`config.mk`:
```
export PLATFORM = sky130hd
export DESIGN_NAME = line_buffer_scheduler
export DESIGN_NICKNAME = d
export VERILOG_FILES = /design/src/rtl/edge_pkg.sv /design/src/rtl/line_col_counter.sv /design/src/rtl/line_buffer_scheduler.sv
export SDC_FILE = /design/constraint.sdc
export NUM_CORES = 1
export LEC_CHECK = 0
export ABC_AREA = 1
export CORE_ASPECT_RATIO = 2
export CORE_MARGIN = 5
export CORE_UTILIZATION = 54
export DETAILED_ROUTE_END_ITERATION = 8
export GPL_TIMING_DRIVEN = 0
export PLACE_DENSITY = 0.9
export SETUP_SLACK_MARGIN = 0.15
export SLEW_MARGIN = 10
export SYNTH_ARGS = -nofsm -noshare
export SYNTH_HDL_FRONTEND = slang
export SYNTH_SLANG_ARGS = --single-unit
```
`constraint.sdc`:
```
create_clock -name ACLK -period 2.95 [get_ports ACLK]
set_input_delay 0.295 -clock ACLK [delete_from_list [all_inputs] [get_ports ACLK]]
set_output_delay 0.295 -clock ACLK [all_outputs]
set_load 0.1 [all_outputs]
```
`src/rtl/edge_pkg.sv`:
```
// Shared types and default geometry for the edge-detection line-buffer control path.
package edge_pkg;

  localparam int unsigned IMG_W_DEF   = 512;
  localparam int unsigned IMG_H_DEF   = 512;
  localparam int unsigned NUM_BUF_DEF = 4;
  localparam int unsigned COL_W       = $clog2(IMG_W_DEF);

  typedef enum logic [0:0] {
    ST_IDLE = 1'b0,
    ST_READ = 1'b1
  } state_e;

  typedef logic [1:0] buf_idx_t;

endpackage

```
`src/rtl/line_col_counter.sv`:
```
// Column counter with enable; wraps at LEN-1 and flags the wrap in the same cycle.
module line_col_counter
  import edge_pkg::*;
#(
  parameter int unsigned LEN = IMG_W_DEF,
  parameter int unsigned CW  = $clog2(LEN)
) (
  input  logic          clk,
  input  logic          rst_n,
  input  logic          en_i,
  output logic [CW-1:0] col_o,
  output logic          wrap_o
);

  logic [CW-1:0] col_q, col_d;

  assign wrap_o = en_i && (col_q == CW'(LEN - 1));
  assign col_o  = col_q;

  always_comb begin
    col_d = col_q;
    if (en_i) col_d = wrap_o ? '0 : col_q + CW'(1);
  end

  always_ff @(posedge clk or negedge rst_n) begin
    if (!rst_n) col_q <= '0;
    else        col_q <= col_d;
  end

endmodule

```
`src/rtl/line_buffer_scheduler.sv`:
```
// Steers stream pixels into a ring of line RAMs and sequences 3-line window reads.
module line_buffer_scheduler
  import edge_pkg::*;
#(
  parameter int unsigned IMG_W   = IMG_W_DEF,
  parameter int unsigned IMG_H   = IMG_H_DEF,
  parameter int unsigned NUM_BUF = NUM_BUF_DEF
) (
  input  logic                     ACLK,
  input  logic                     ARESETn,
  input  logic                     in_valid,
  output logic                     in_ready,
  output logic [NUM_BUF-1:0]       wr_en,
  output logic [$clog2(IMG_W)-1:0] wr_addr,
  input  logic                     out_ready,
  output logic                     rd_en,
  output logic [1:0]               rd_top,
  output logic [$clog2(IMG_W)-1:0] rd_addr,
  output logic                     win_valid,
  output logic                     INT,
  output logic                     frame_done
);

  localparam int unsigned CW = $clog2(IMG_W);
  localparam int unsigned FW = $clog2(NUM_BUF + 1);
  localparam int unsigned RW = $clog2(IMG_H + 1);

  state_e        state_q, state_d;
  logic [FW-1:0] fill_q, fill_d;
  buf_idx_t      wr_idx_q, wr_idx_d;
  buf_idx_t      rd_top_q, rd_top_d;
  logic [RW-1:0] row_q, row_d;
  logic          int_q, fd_q, wv_q;
  logic          accept, wr_done, rd_done, row_last;
  logic [CW-1:0] wr_col, rd_col;

  // A full bank (every line written but not yet consumed) back-pressures the host.
  assign in_ready   = (fill_q != FW'(NUM_BUF));
  assign accept     = in_valid && in_ready;
  assign wr_en      = accept ? (NUM_BUF'(1) << wr_idx_q) : '0;
  assign wr_addr    = wr_col;
  assign rd_en      = (state_q == ST_READ) && out_ready;
  assign rd_addr    = rd_col;
  assign rd_top     = rd_top_q;
  assign win_valid  = wv_q;
  assign INT        = int_q;
  assign frame_done = fd_q;
  assign row_last   = rd_done && (row_q == RW'(IMG_H - 1));

  line_col_counter #(.LEN(IMG_W), .CW(CW)) u_wr_col (
    .clk    (ACLK),
    .rst_n  (ARESETn),
    .en_i   (accept),
    .col_o  (wr_col),
    .wrap_o (wr_done)
  );

  line_col_counter #(.LEN(IMG_W), .CW(CW)) u_rd_col (
    .clk    (ACLK),
    .rst_n  (ARESETn),
    .en_i   (rd_en),
    .col_o  (rd_col),
    .wrap_o (rd_done)
  );

  always_comb begin
    state_d  = state_q;
    fill_d   = fill_q;
    wr_idx_d = wr_idx_q;
    rd_top_d = rd_top_q;
    row_d    = row_q;
    case (state_q)
      ST_IDLE: if (fill_q >= FW'(3)) state_d = ST_READ;
      ST_READ: if (rd_done) state_d = ST_IDLE;
      default: state_d = ST_IDLE;
    endcase
    if (wr_done) wr_idx_d = wr_idx_q + 2'd1;
    if (rd_done) begin
      rd_top_d = rd_top_q + 2'd1;
      row_d    = row_q + RW'(1);
    end
    case ({wr_done, rd_done})
      2'b10:   fill_d = fill_q + FW'(1);
      2'b01:   fill_d = fill_q - FW'(1);
      default: fill_d = fill_q;
    endcase
    // End of frame: drop the two trailing padding lines and restart the ring.
    if (row_last) begin
      row_d    = '0;
      rd_top_d = '0;
      wr_idx_d = '0;
      fill_d   = '0;
    end
  end

  always_ff @(posedge ACLK or negedge ARESETn) begin
    if (!ARESETn) begin
      state_q  <= ST_IDLE;
      fill_q   <= '0;
      wr_idx_q <= '0;
      rd_top_q <= '0;
      row_q    <= '0;
      int_q    <= 1'b0;
      fd_q     <= 1'b0;
      wv_q     <= 1'b0;
    end else begin
      state_q  <= state_d;
      fill_q   <= fill_d;
      wr_idx_q <= wr_idx_d;
      rd_top_q <= rd_top_d;
      row_q    <= row_d;
      int_q    <= rd_done;
      fd_q     <= row_last;
      wv_q     <= rd_en;
    end
  end

endmodule

```
Word level (Yosys, flattened, before mapping)

Cells that the tools add are included.

Bits of input ports: 4
Bits in registers: 39
Output and inout bits: 29

Reduce and logical (&&, ||, !) cells: 8
Multiplexer cells: 14
Equality and inequality tests: 6
$lt $le $gt $ge: 1
Shifts and indexed selects: 1
Add/subtract/negate cells: 7
Bitwise operators: 1

Operators with widths:

| cell                                                                                 | number |
|---|---|
| 10-bit 2-to-1 mux                                                                    | 2 |
| 9-bit by 1-bit adder with 9-bit output (second input constant)                       | 2 |
| 9-bit equality test (second input constant)                                          | 2 |
| 9-bit 2-to-1 mux                                                                     | 2 |
| 10-bit by 1-bit adder with 10-bit output (second input constant)                     | 1 |
| 10-bit by 9-bit equality test with 1-bit output (second input constant)              | 1 |
| 2-bit 2-to-1 mux                                                                     | 4 |
| 3-bit one-hot mux with 2 select lines                                                | 1 |
| 1-bit logical AND                                                                    | 5 |
| 2-bit by 1-bit adder with 2-bit output (second input constant)                       | 2 |
| 4-bit 2-to-1 mux                                                                     | 1 |
| 2-bit nonzero test                                                                   | 2 |
| 1-bit by 2-bit left shift with 4-bit output (first input constant)                   | 1 |
| 3-bit by 1-bit adder with 3-bit output (second input constant)                       | 1 |
| 3-bit by 2-bit greater-or-equal comparator with 1-bit output (second input constant) | 1 |
| 3-bit 2-to-1 mux                                                                     | 1 |
| 3-bit != test (second input constant)                                                | 1 |
| 3-bit nonzero test                                                                   | 1 |
| 3-bit by 1-bit subtractor with 3-bit output (second input constant)                  | 1 |
| 2-bit by 1-bit equality test with 1-bit output (second input constant)               | 1 |
| 2-bit equality test (second input constant)                                          | 1 |
| 1-bit 2-to-1 mux                                                                     | 2 |
| 1-bit one-hot mux with 2 select lines                                                | 1 |
| 1-bit NOT                                                                            | 1 |

Logic depth before layout (Yosys ltp)

Gate-level depths: netlist (run 1).

Word-level depth: 6
Depth in mapped cells: 15
Gate-level depth less buffers: 15

Cells and area by module

From an unflattened synthesis (run 1), not the netlist that was laid out.

Cells, all modules: 270
Area, all modules: 2144.6 um2

By module, submodules not included:

| module                      | instances | sequential area each (um2) | cells each | area an instance (um2) |
|---|---|---|---|---|
| line_buffer_scheduler       | 1         | 525.5                      | 152        | 1164.9 |
| line_col_counter (u_wr_col) | 1         | 225.2                      | 59         | 494.2 |
| line_col_counter (u_rd_col) | 1         | 225.2                      | 59         | 485.5 |

Least setup slack after synthesis (run 1)

No wires, ideal clock.

Path kind: register -> register
From: reg u_wr_col.col_q[0] (netlist: u_wr_col.col_o[0])
To: reg fill_q[2]
Path slack: -0.138 ns
Cell stages (with the launch flop): 14
Required time: 2.834 ns
Period minus slack after synthesis: 3.088 ns
Buffers on the path: 0
Data arrival time: 2.971 ns
Cell sequence: dfrtp_1 > ha_1 > nand3_1 > nor4_1 > ha_1 > nand3_4 > nand2_2 > inv_1 > fa_1 > xor2_1 > nand3b_1 > nand2_1 > nand2_1 > nand2_1

Longest elaborated chain between the ends: 5
Elaborated cells on any way between the ends: 7
Classes of those cells: eq/ne (3); mux (2); reduce/logical (2)

RTL lines:

| item                                                                                         | line                         | text |
|---|---|---|
| start, declared                                                                              | line_col_counter.sv:15       | `logic [CW-1:0] col_q, col_d;` |
| start signal, assigned                                                                       | line_col_counter.sv:27       | `else col_q <= col_d;` |
| 9-bit equality test *                                                                        | line_col_counter.sv:17       | `assign wrap_o = en_i && (col_q == CW'(LEN - 1));` |
| 1-bit logical AND *                                                                          | line_col_counter.sv:17       |  |
| 2-bit by 1-bit equality test with 1-bit output / 2-bit equality test (equally long branches) | line_buffer_scheduler.sv:82  | `case ({wr_done, rd_done})` |
| 3-bit one-hot mux with 2 select lines                                                        | line_buffer_scheduler.sv:82  |  |
| 3-bit 2-to-1 mux                                                                             | line_buffer_scheduler.sv:88  | `if (row_last) begin` |
| end signal, assigned                                                                         | line_buffer_scheduler.sv:108 | `fill_q <= fill_d;` |
| end, declared                                                                                | line_buffer_scheduler.sv:29  | `logic [FW-1:0] fill_q, fill_d;` |

Mark *: on every way between the ends. The rest lies on a longest branch, timed or not.
A chain may end at the register's enable or synchronous reset.

Worst setup path after layout (run 1)

From: reg fill_q[0]
To: out wr_en[0]

Longest elaborated chain between the ends: 3

RTL lines:

| item              | line                        | text |
|---|---|---|
| 3-bit != test     | line_buffer_scheduler.sv:38 | `assign in_ready = (fill_q != FW'(NUM_BUF));` |
| 1-bit logical AND | line_buffer_scheduler.sv:39 | `assign accept = in_valid && in_ready;` |
| 4-bit 2-to-1 mux  | line_buffer_scheduler.sv:40 | `assign wr_en = accept ? (NUM_BUF'(1) << wr_idx_q) : '0;` |
| end, declared     | line_buffer_scheduler.sv:13 | `output logic [NUM_BUF-1:0] wr_en,` |

No other way between the ends.

==> results of run 1 <==
==> through the flow <==
step                      util [%]  power, uW  setup WS, ns  cell area [sq um]  hold slack [ns]
after floorplan                  -       1001        0.1636               2182       -0.0005911
after global placement       66.08       1120        0.2500               2566           0.4711
after detailed placement     66.46       1133        0.2581               2581           0.1656
after CTS                    69.39       1535        0.2213               2695           0.3919
after global routing         69.65       1587        0.1206               2705           0.4225
final                        69.65       1527        0.2738               2705           0.3928
==> cells by family after synthesis <==
logic type,share of synthesized area (%)
AOI/OAI and AO/OA,6.625
xor gates and xnor gates,3.629
adders and majority gates,6.106
buffers and inverters,7.834
DFF,44.93
and+or+nand+nor,30.88
==> flip-flops by register name, indices dropped and copies added (netlist names) <==
signal	count
win_valid	1
row_q	10
u_rd_col.col_o	9
INT	1
state_q	1
fill_q	3
frame_done	1
rd_top	2
wr_idx_q	2
u_wr_col.col_o	9
==> worst register-to-register path, cell delays in order, from the launching register on <==
cell	delay, ns
sky130_fd_sc_hd__dfrtp_2	0.40
sky130_fd_sc_hd__ha_1	0.26
sky130_fd_sc_hd__nand3_1	0.10
sky130_fd_sc_hd__nor4_1	0.23
sky130_fd_sc_hd__ha_2	0.32
sky130_fd_sc_hd__nand3_4	0.12
sky130_fd_sc_hd__nand2_2	0.12
sky130_fd_sc_hd__inv_1	0.06
sky130_fd_sc_hd__fa_1	0.38
sky130_fd_sc_hd__xor2_1	0.21
sky130_fd_sc_hd__nand3b_1	0.15
sky130_fd_sc_hd__nand2_1	0.06
sky130_fd_sc_hd__nand2_1	0.06
sky130_fd_sc_hd__nand2_1	0.04
==> synthesized netlist by cell type <==
cell type,number
sky130_fd_sc_hd__nor3_2,1
sky130_fd_sc_hd__inv_1,35
sky130_fd_sc_hd__a21oi_2,1
sky130_fd_sc_hd__nand3b_1,3
sky130_fd_sc_hd__ha_1,9
sky130_fd_sc_hd__a211oi_1,1
sky130_fd_sc_hd__nand3_4,2
sky130_fd_sc_hd__nand3_1,20
sky130_fd_sc_hd__xnor2_1,1
sky130_fd_sc_hd__fa_1,1
sky130_fd_sc_hd__buf_6,2
sky130_fd_sc_hd__nand4_1,10
sky130_fd_sc_hd__o21ai_0,5
sky130_fd_sc_hd__nand3_2,1
sky130_fd_sc_hd__xor2_1,8
sky130_fd_sc_hd__inv_2,1
sky130_fd_sc_hd__o31ai_1,1
sky130_fd_sc_hd__a21oi_1,15
sky130_fd_sc_hd__o21ai_1,4
sky130_fd_sc_hd__inv_4,2
sky130_fd_sc_hd__nor2_1,17
sky130_fd_sc_hd__nand2_2,6
sky130_fd_sc_hd__nand2_4,1
sky130_fd_sc_hd__nor4_1,1
sky130_fd_sc_hd__nor3_1,6
sky130_fd_sc_hd__dfrtp_1,39
sky130_fd_sc_hd__nor2_2,3
sky130_fd_sc_hd__nor2_4,4
sky130_fd_sc_hd__nand2_1,58
==> area by class of cell <==
| type | count | area (sq um) |
|---|---|---|
| Timing Repair Buffer | 34 | 352.8 |
| Clock inverter | 1 | 7.507 |
| Fill cell | 340 | 1179 |
| Tap cell | 51 | 63.81 |
| Inverter | 38 | 147.6 |
| Clock buffer | 7 | 96.34 |
| Buffer | 2 | 22.52 |
| Multi-Input combinational cell | 179 | 1028 |
| Sequential cell | 39 | 985.9 |
==> power groups by stage <==
| stage | clock network [uW] | registers (uW) | logic (uW) |
|---|---|---|---|
| after floorplan | 0 | 900 | 101 |
| after global placement | 0 | 639 | 481 |
| after detailed placement | 0 | 642 | 490 |
| after CTS | 411 | 631 | 492 |
| after global routing | 429 | 638 | 520 |
| final | 406 | 631 | 490 |
==> per-layer routing <==
layer  GRT usage (%)  vias to the layer above
met2           36.77                       46
met5               0                        -
met1           22.56                      904
li1                -                      918
met4           9.789                        0
met3           3.898                       12
==> worst paths after layout <==
path                            slack [ns]  depth (start not counted)           endpoint
worst max register to register        0.33                         13          fill_q[2]
worst min-delay path                  0.39                          2         frame_done
max in group asynchronous             2.11                          3  u_wr_col.col_o[1]
worst min register to register        0.49                          1           row_q[4]
worst max-delay path                  0.27                          5           wr_en[0]
min in group ACLK                     0.49                          1           row_q[4]
==> repair_timing <==
action / 4_1_cts / 5_1_grt
hold endpoints to repair: 8 / 0
hold buffers: 1 / 0
setup endpoints to repair: 0 / 4
gates resized for setup: 0 / 4
==> flow_summary.yaml, run 1 <==
synth:
  avg_synthesized_cell_area_sq_um: 8.419
  synth-seq-area-share_pct: 44.93
  yosys.cell_types.count: 29
  number_of_warning_messages_in_the_yosys_log: 0
  post_synthesis_cell_area_sq_mm: 0.002172
  synth_top_cells_by_area: "sky130_fd_sc_hd__dfrtp_1 45%, sky130_fd_sc_hd__nand2_1 10%, sky130_fd_sc_hd__inv_1 6.0%"
  synthesis.nets: 272
  yosys.area.top_type: "sky130_fd_sc_hd__dfrtp_1"
  yosysTopAreaCellShare_pct: 44.93
  synth_seq_cells: 39
  post_synth_inst_count: 258
final_layout:
  drive_above_1_share_pct: 14.33
  insertedDiodeCount: 0
  syn_to_final_growth_pct: 24.54
  final_net_count: 313
  final_common_cell: "sky130_fd_sc_hd__nand2_1"
  finish.cell_count_without_fillers: 351
  top_library_cells_by_usage_in_the_layout_fill_and_taps_aside: "58 x sky130_fd_sc_hd__nand2_1, 35 x sky130_fd_sc_hd__inv_1, 31 x sky130_fd_sc_hd__dfrtp_1, 28 x sky130_fd_sc_hd__clkdlybuf4s50_1, 20 x sky130_fd_sc_hd__nand3_1"
sta:
  worst_slew_margin_rel_pct: 34.18
  fin_crit_ns: 2.676
  fin_tns_setup_ns: 0
  transition_time_at_the_pin_with_the_least_slew_margin_ns: 0.9856
  timing_max_transition_violations_final: 0
  report.final.hold_viol_count: 0
  clock_skew_ns: 0.004950
  finalCritPeriodShare_pct: 90.72
  report.final.setup_viol: 0
  achievable-frequency_mhz: 373.7
  unrepaired_setup_endpoints_after_global_routing: "yes"
placement:
  place.gp.congestion: 0.7721
  dp_hpwl_um: 3689
  place.detailed.instances: 342
  portBuffers: 32
detailed_routing:
  detail-route-antenna-nets: 0
  drt-wirelength-per-cell_um: 13.76
  met3WireLength_um: 168
  highest_layer: "met4"
  routed_vias: 1880
  drt_first_iter_violations: 33
  drt_pass1_iterations: 4
  route.detailed.vias_per_inst: 5.356
  routed_wirelength_um: 4829
  met2_wirelength_um: 2715
  detail_route.wirelength.met1_um: 1827
  drcViolationCount: 0
clock_tree:
  worst_skew_pair_latency_ns: 0.30
  cts_max_level: 2
  cts_buffers: 5
  cts_setup_buffers: 0
  cts_root_buffer: "sky130_fd_sc_hd__clkbuf_8"
  clk_transition_reported_paths_ns: 0.08
  clock-sinks: 39
  cts_buffer_depth: 2
  tritoncts: "built"
power_and_ir_drop:
  netSwitchingFraction_pct: 40.85
  power_density_mw_per_mm2: 564.7
  seqPwrFrac_pct: 41.3
  switching_power_uw: 623.9
  p_int_uw: 903.6
  p_comb_share_pct: 32.1
  max-vdd-ir-drop_v: 0.0003983
  power_frac_clock_pct: 26.6
  total_leakage_power_uw: 0.001413
floorplan:
  core_region_area_sq_mm: 0.003884
  std_cell_rows: 32
  die_width_um: 54.85
  die_area_sq_mm: 0.005468
  ports: 33
  floorplan.initialDensity_pct: 55.93
  die_height_um: 99.69
global_route:
  grt_max_degree: 32
  first_pass_grt_wire_length_um: 8542
  number_of_antenna_violations_at_the_first_check_in_global_routing: 0
  grt_pass1_vias: 1943
  grt_remaining_overflow: 0
  grtUsageTotal_pct: 20.92
critical_path:
  cp_slowest_stage_delay_ns: 1.14
  crit_arrival_ns: 2.38
  timing.critical_path.from_type: "flop"
  critical_path.n_buffers_inverters: 1
  path_class: "flop to output port"
  setup.worst_path.end_class: "output port"
  crit_path_start: "fill_q[0]"
  path_cells: "nor2_1 -> nand2_2 -> nand2_4 -> nor2_1 -> clkdlybuf4s50_1"
  required_time_of_the_critical_path_ns: 2.65
  crit_path_frequent_cell: "sky130_fd_sc_hd__nor2_1"
  cp_top_family: "buffers and inverters"
  cp_max_fo: 10
  worst_path_max_delay_cell: "sky130_fd_sc_hd__clkdlybuf4s50_1"
  crit-reg2reg-launch: "u_wr_col.col_o[0]"
status:
  outcome: "finished, final reports clean"
hold_path:
  timing.hold.worst.class: "input pin to asynchronous set/reset pin"
run:
  timing.max_cap.violations: 0
Power figures use the tool's default switching activity.
==> run 2, diff against run 1 <==
Settings changed: CELL_PAD_IN_SITES_DETAIL_PLACEMENT set to 1, CELL_PAD_IN_SITES_GLOBAL_PLACEMENT set to 2, CORE_UTILIZATION 54 to 32, GPL_TIMING_DRIVEN 0 to 1, PLACE_DENSITY 0.9 to 0.89.
==> run 2 against run 1 <==
Combinational power decreased by 2%. Power increased by 11%. Sequential share of layout area increased by 0.50 points. Global-route usage decreased by 6.0 points. Hold slack got worse by 0.26 ns. Clock skew decreased by 0.0012 ns. Fmax increased by 3.7%. First-iteration DRC count increased by 36%. Critical path depth increased by 8. Clock-buffer cell count increased by 1. Sequential power increased by 0.6%. Die area increased by 58%. Critical endpoint is now fill_q[2]. Largest power group unchanged.
==> flow_summary.yaml, run 2 (same netlist as run 1, synthesis figures left out) <==
status:
  outcome: "finished, final reports clean"
clock_tree:
  clk_transition_reported_paths_ns: 0.06
  post_cts.resized_instances: 0
  cts_setup_buffers: 0
  cts_buffer_depth: 2
  cts_root_buffer: "sky130_fd_sc_hd__clkbuf_16"
  worst_skew_pair_latency_ns: 0.29
  cts_max_level: 2
  cts_buffers: 5
  clock-sinks: 39
  tritoncts: "built"
  cts.hold.buffers_added: 0
critical_path:
  path_class: "flop to flop"
  required_time_of_the_critical_path_ns: 3.18
  cp_slowest_stage_delay_ns: 0.39
  cp_max_fo: 5
  r2r_cells: 13
  path_depth: 13
  timing.critical_path.from_type: "flop"
  setup.worst_path.end_class: "flop"
  worst_path_max_delay_cell: "sky130_fd_sc_hd__dfrtp_2"
  critical_path.n_buffers_inverters: 1
  crit_arrival_ns: 2.81
  path_cells: "ha_1 -> nand3_1 -> nor4_1 -> ha_1 -> nand3_4 -> nand2_2 -> inv_1 -> fa_1 -> xor2_1 -> nand3b_1 -> nand2_1 -> nand2_1 -> nand2_1"
  crit_path_frequent_cell: "sky130_fd_sc_hd__nand2_1"
  cp_top_family: "adder cells"
detailed_routing:
  route.detailed.vias_per_inst: 4.919
  routed_vias: 1889
  drt_pass1_iterations: 4
  drcViolationCount: 0
  drt_first_iter_violations: 45
  detail-route-antenna-nets: 0
  drt-wirelength-per-cell_um: 14.95
  routed_wirelength_um: 5739
sta:
  transition_time_at_the_pin_with_the_least_slew_margin_ns: 0.9343
  fin_tns_setup_ns: 0
  fin_crit_ns: 2.580
  worst_slew_margin_rel_pct: 37.71
  report.final.setup_viol: 0
  timing_max_transition_violations_final: 0
  unrepaired_setup_endpoints_after_global_routing: "no"
  report.final.hold_viol_count: 0
  finalCritPeriodShare_pct: 87.44
  achievable-frequency_mhz: 387.7
  clock_skew_ns: 0.003731
power_and_ir_drop:
  p_comb_share_pct: 28.3
  seqPwrFrac_pct: 37.4
  power_density_mw_per_mm2: 636.1
  power_frac_clock_pct: 34.3
  p_int_uw: 1034
  max-vdd-ir-drop_v: 0.0003607
  netSwitchingFraction_pct: 39.08
  total_leakage_power_uw: 0.001405
  switching_power_uw: 663.5
floorplan:
  ports: 33
  die_area_sq_mm: 0.008635
  die_height_um: 126.5
  floorplan.initialDensity_pct: 32.80
  std_cell_rows: 42
  core_region_area_sq_mm: 0.006621
  die_width_um: 68.26
final_layout:
  final_common_cell: "sky130_fd_sc_hd__nand2_1"
  biggest_register: "row_q"
  insertedDiodeCount: 0
  regArea_sq_um: 985.9
  top_library_cells_by_usage_in_the_layout_fill_and_taps_aside: "58 x sky130_fd_sc_hd__nand2_1, 35 x sky130_fd_sc_hd__inv_1, 31 x sky130_fd_sc_hd__dfrtp_1, 29 x sky130_fd_sc_hd__buf_4, 20 x sky130_fd_sc_hd__nand3_1"
  num-fill-cells: 867
  finalInstanceArea_sq_mm: 0.002669
  drive_above_1_share_pct: 22.64
  final_net_count: 309
  area_of_the_multi_input_gates_sq_mm: 0.001026
  syn_to_final_growth_pct: 22.87
  largest_reg_flops: 10
placement:
  place.gp.congestion: 0.7137
  dp_hpwl_um: 4499
  portBuffers: 32
  placement_stage_cell_area_sq_mm: 0.002512
global_route:
  grt_remaining_overflow: 0
  grt_max_degree: 40
  number_of_antenna_violations_at_the_first_check_in_global_routing: 0
  grtUsageTotal_pct: 14.88
  first_pass_grt_wire_length_um: 9673
  grt_pass1_vias: 2048
hold_path:
  timing.hold.worst.class: "input pin to asynchronous set/reset pin"
run:
  timing.max_cap.violations: 0
## run 2: metrics by stage
stage | setup slack, ns | hold WS, ns | std cells | util [%] | total power, uW
global route | 0.1669 | 0.2190 | 384 | 40.31 | 1763
finish | 0.3705 | 0.1367 | 384 | 40.31 | 1698
detailed placement | 0.3696 | 0.4842 | 376 | 37.94 | 1131
global placement | 0.5106 | 0.4801 | 376 | 37.94 | 1117
floorplan | 0.1636 | -0.0005911 | 258 | - | 1001
CTS | 0.3501 | 0.1663 | 384 | 40.31 | 1718
## run 2: layer usage
metal | up-vias | share of wire [%] | wire (um) | track usage [%]
met5 | - | 0 | 0 | 0
met4 | 0 | 2.0 | 114 | 5.979
met3 | 9 | 4.9 | 279 | 4.159
met2 | 35 | 59 | 3378 | 28.10
met1 | 939 | 34 | 1967 | 14.17
li1 | 906 | - | - | -
## run 2: final timing paths
kind	startpoint	to	slack (ns)
hold reg to reg	row_q[9]	frame_done	0.48
hold / removal	ARESETn	row_q[6]	0.14
setup reg to reg	u_wr_col.col_o[0]	fill_q[2]	0.37
min in group ACLK	row_q[9]	frame_done	0.48
max in group asynchronous	ARESETn	u_wr_col.col_o[6]	2.16
setup / recovery	u_wr_col.col_o[0]	fill_q[2]	0.37
## run 2: cell type report
type | count | area share [%]
repair buffers | 32 | 9.095
well taps | 88 | 4.126
flip-flops and latches | 39 | 36.94
multi-input cells | 179 | 38.44
inverters | 38 | 5.532
clock buffers | 8 | 5.860
## run 2: power by group through the flow
| stage | sequential (uW) | combinational, uW | clock (uW) |
|---|---|---|---|
| finish | 635 | 480 | 583 |
| global route | 641 | 505 | 618 |
| CTS | 636 | 485 | 596 |
| detailed placement | 646 | 485 | 0 |
| global placement | 640 | 477 | 0 |
| floorplan | 900 | 101 | 0 |
==> run 3, diff against run 2 <==
Settings changed: CORE_UTILIZATION 32 to 31, SYNTH_HIERARCHICAL set to 1.
==> run 3 against run 2 <==
Core utilization decreased by 0.70 points. Cell count grew 4.4%. Routed wire length decreased by 11%. Synthesized cell count up 4.7%. Flip-flop and latch count unchanged. Highest routed layer unchanged.
==> flow_summary.yaml, run 3 <==
status:
  outcome: "finished, final reports clean"
global_route:
  first_pass_grt_wire_length_um: 8618
  grt_pass1_vias: 1962
  grt_remaining_overflow: 0
  grtUsageTotal_pct: 12.77
  grt_max_degree: 40
  number_of_antenna_violations_at_the_first_check_in_global_routing: 0
clock_tree:
  cts.hold.buffers_added: 0
  worst_skew_pair_latency_ns: 0.28
  cts_max_level: 2
  cts_buffer_depth: 2
  cts_buffers: 5
  clock-sinks: 39
  cts_root_buffer: "sky130_fd_sc_hd__clkbuf_16"
  tritoncts: "built"
  clk_transition_reported_paths_ns: 0.06
sta:
  fin_crit_ns: 2.501
  clock_skew_ns: 0.002463
  timing_max_transition_violations_final: 0
  hold_slack_ns: 0.1208
  report.final.hold_viol_count: 0
  fin_tns_setup_ns: 0
  transition_time_at_the_pin_with_the_least_slew_margin_ns: 0.8823
  worst_slew_margin_rel_pct: 41.18
  achievable-frequency_mhz: 399.8
  finalCritPeriodShare_pct: 84.79
  report.final.setup_viol: 0
  unrepaired_setup_endpoints_after_global_routing: "no"
final_layout:
  drive_above_1_share_pct: 25.40
  biggest_register: "row_q"
  final_net_count: 324
  largest_reg_flops: 10
  insertedDiodeCount: 0
  final_common_cell: "sky130_fd_sc_hd__nand2_1"
  top_library_cells_by_usage_in_the_layout_fill_and_taps_aside: "59 x sky130_fd_sc_hd__nand2_1, 50 x sky130_fd_sc_hd__inv_1, 33 x sky130_fd_sc_hd__buf_4, 29 x sky130_fd_sc_hd__dfrtp_1"
  syn_to_final_growth_pct: 26.20
floorplan:
  die_width_um: 68.81
  die_height_um: 127.6
  ports: 33
  std_cell_rows: 43
  die_area_sq_mm: 0.008782
  core_region_area_sq_mm: 0.006833
  floorplan.initialDensity_pct: 31.39
synth:
  post_synth_inst_count: 270
  avg_synthesized_cell_area_sq_um: 7.943
  synth-seq-area-share_pct: 45.51
  yosysTopAreaCellShare_pct: 45.51
  synth_edf_count: 0
  synth_commonest_cells: "59 x sky130_fd_sc_hd__nand2_1, 50 x sky130_fd_sc_hd__inv_1, 39 x sky130_fd_sc_hd__dfrtp_1, 22 x sky130_fd_sc_hd__nand3_1, 21 x sky130_fd_sc_hd__nor2_1"
  yosys.area.top_type: "sky130_fd_sc_hd__dfrtp_1"
  yosys.cell_types.count: 25
  yosysMostFrequentCell: "sky130_fd_sc_hd__nand2_1"
  synth_top_cells_by_area: "sky130_fd_sc_hd__dfrtp_1 46%, sky130_fd_sc_hd__nand2_1 10%, sky130_fd_sc_hd__inv_1 8.8%"
  number_of_warning_messages_in_the_yosys_log: 6
  synth_seq_cells: 39
  ys_dominant_reg_cell: "sky130_fd_sc_hd__dfrtp_1"
  post_synthesis_cell_area_sq_mm: 0.002145
  ys_async_sr_fraction_pct: 100.0
  synthesis.nets: 284
critical_path:
  r2r_cells: 17
  setup.worst_path.end_class: "flop"
  timing.reg2reg.setup_slack_ns: 0.45
  path_class: "flop to flop"
  timing.critical_path.from_type: "flop"
  cp_max_fo: 5
  required_time_of_the_critical_path_ns: 3.13
  crit_arrival_ns: 2.68
detailed_routing:
  drcViolationCount: 0
  drt_first_iter_violations: 85
  routed_wirelength_um: 5110
  drt-wirelength-per-cell_um: 12.74
  route.detailed.vias_per_inst: 4.586
  routed_vias: 1839
  drt_pass1_iterations: 4
  detail-route-antenna-nets: 0
placement:
  place.gp.congestion: 0.7689
  dp_hpwl_um: 3906
  portBuffers: 32
hold_path:
  timing.hold.worst.class: "input pin to asynchronous set/reset pin"
run:
  timing.max_cap.violations: 0
==> run 3: worst paths after layout <==
kind                              startpoint                end
max                        u_wr_col/col_o[3]          fill_q[2]
min                                  ARESETn  u_wr_col/col_o[7]
max in group asynchronous            ARESETn  u_rd_col/col_o[5]
min in group ACLK                    state_q            state_q
max reg2reg                u_wr_col/col_o[3]          fill_q[2]
min reg2reg                          state_q            state_q
==> run 3: timing repair <==
| item | 4_1_cts | 5_1_grt |
|---|---|---|
| resized for setup | 0 | 2 |
| buffers inserted | 0 | 2 |
| endpoints found under the hold margin | 0 | 0 |
| endpoints found under the setup margin | 0 | 1 |
==> run 3: kinds of logic (layout without fill, tap and decap cells) <==
family / after synthesis / count (layout) / share of synthesized area (%)
and+or+nand+nor: 138 / 138 / 31.10
adders and majority gates: 10 / 10 / 6.184
buffers and inverters: 56 / 97 / 10.38
xor gates and xnor gates: 3 / 3 / 1.225
DFF: 39 / 39 / 45.51
AOI/OAI and AO/OA: 24 / 24 / 5.601
==> run 3: worst max-delay path, cell delays in order, from the launching register on <==
cell and delay [ns]:
sky130_fd_sc_hd__dfrtp_2 0.40, sky130_fd_sc_hd__nand2_1 0.13, sky130_fd_sc_hd__nor2_4 0.15, sky130_fd_sc_hd__nand3_1 0.08, sky130_fd_sc_hd__nor3_1 0.16, sky130_fd_sc_hd__ha_1 0.20
sky130_fd_sc_hd__nand2_1 0.14, sky130_fd_sc_hd__inv_4 0.12, sky130_fd_sc_hd__inv_1 0.07, sky130_fd_sc_hd__nand2_1 0.09, sky130_fd_sc_hd__inv_1 0.08, sky130_fd_sc_hd__fa_1 0.38
sky130_fd_sc_hd__nand2_1 0.09, sky130_fd_sc_hd__nand2_1 0.06, sky130_fd_sc_hd__nand2_1 0.07, sky130_fd_sc_hd__nand3_1 0.08, sky130_fd_sc_hd__nand2_1 0.06, sky130_fd_sc_hd__inv_1 0.04
==> run 3: cell type report <==
cell class	count	area [sq um]
Clock buffer	6	138.9
Sequential cell	39	988.4
Timing Repair Buffer	36	272.8
Multi-Input combinational cell	175	955.9
Inverter	53	202.7
Fill cell	843	4126
Tap cell	90	112.6
Clock inverter	2	35.03
==> run 3: per-stage QoR <==
step	instance area, sq um	instances	utilization, %	setup slack, ns
2_1_floorplan	2162	270	-	0.2555
3_3_place_gp	2510	391	36.73	0.3268
3_5_place_dp	2510	391	36.73	0.2589
4_1_cts	2684	399	39.28	0.3298
5_1_grt	2706	401	39.61	0.1460
6_report	2706	401	39.61	0.4486
==> run 3: metal layers <==
layer | vias to the layer above | GRT usage (%) | share of wire, %
met5 | - | 0 | 0
met4 | 0 | 4.828 | 1.7
met3 | 5 | 2.902 | 4.9
met2 | 31 | 22.87 | 53
met1 | 884 | 13.97 | 40
li1 | 919 | - | -
Power of run 3 is left out: the tool's default activity adds up to more than one toggle a clock period on the data nets, which glitch-free logic cannot reach.
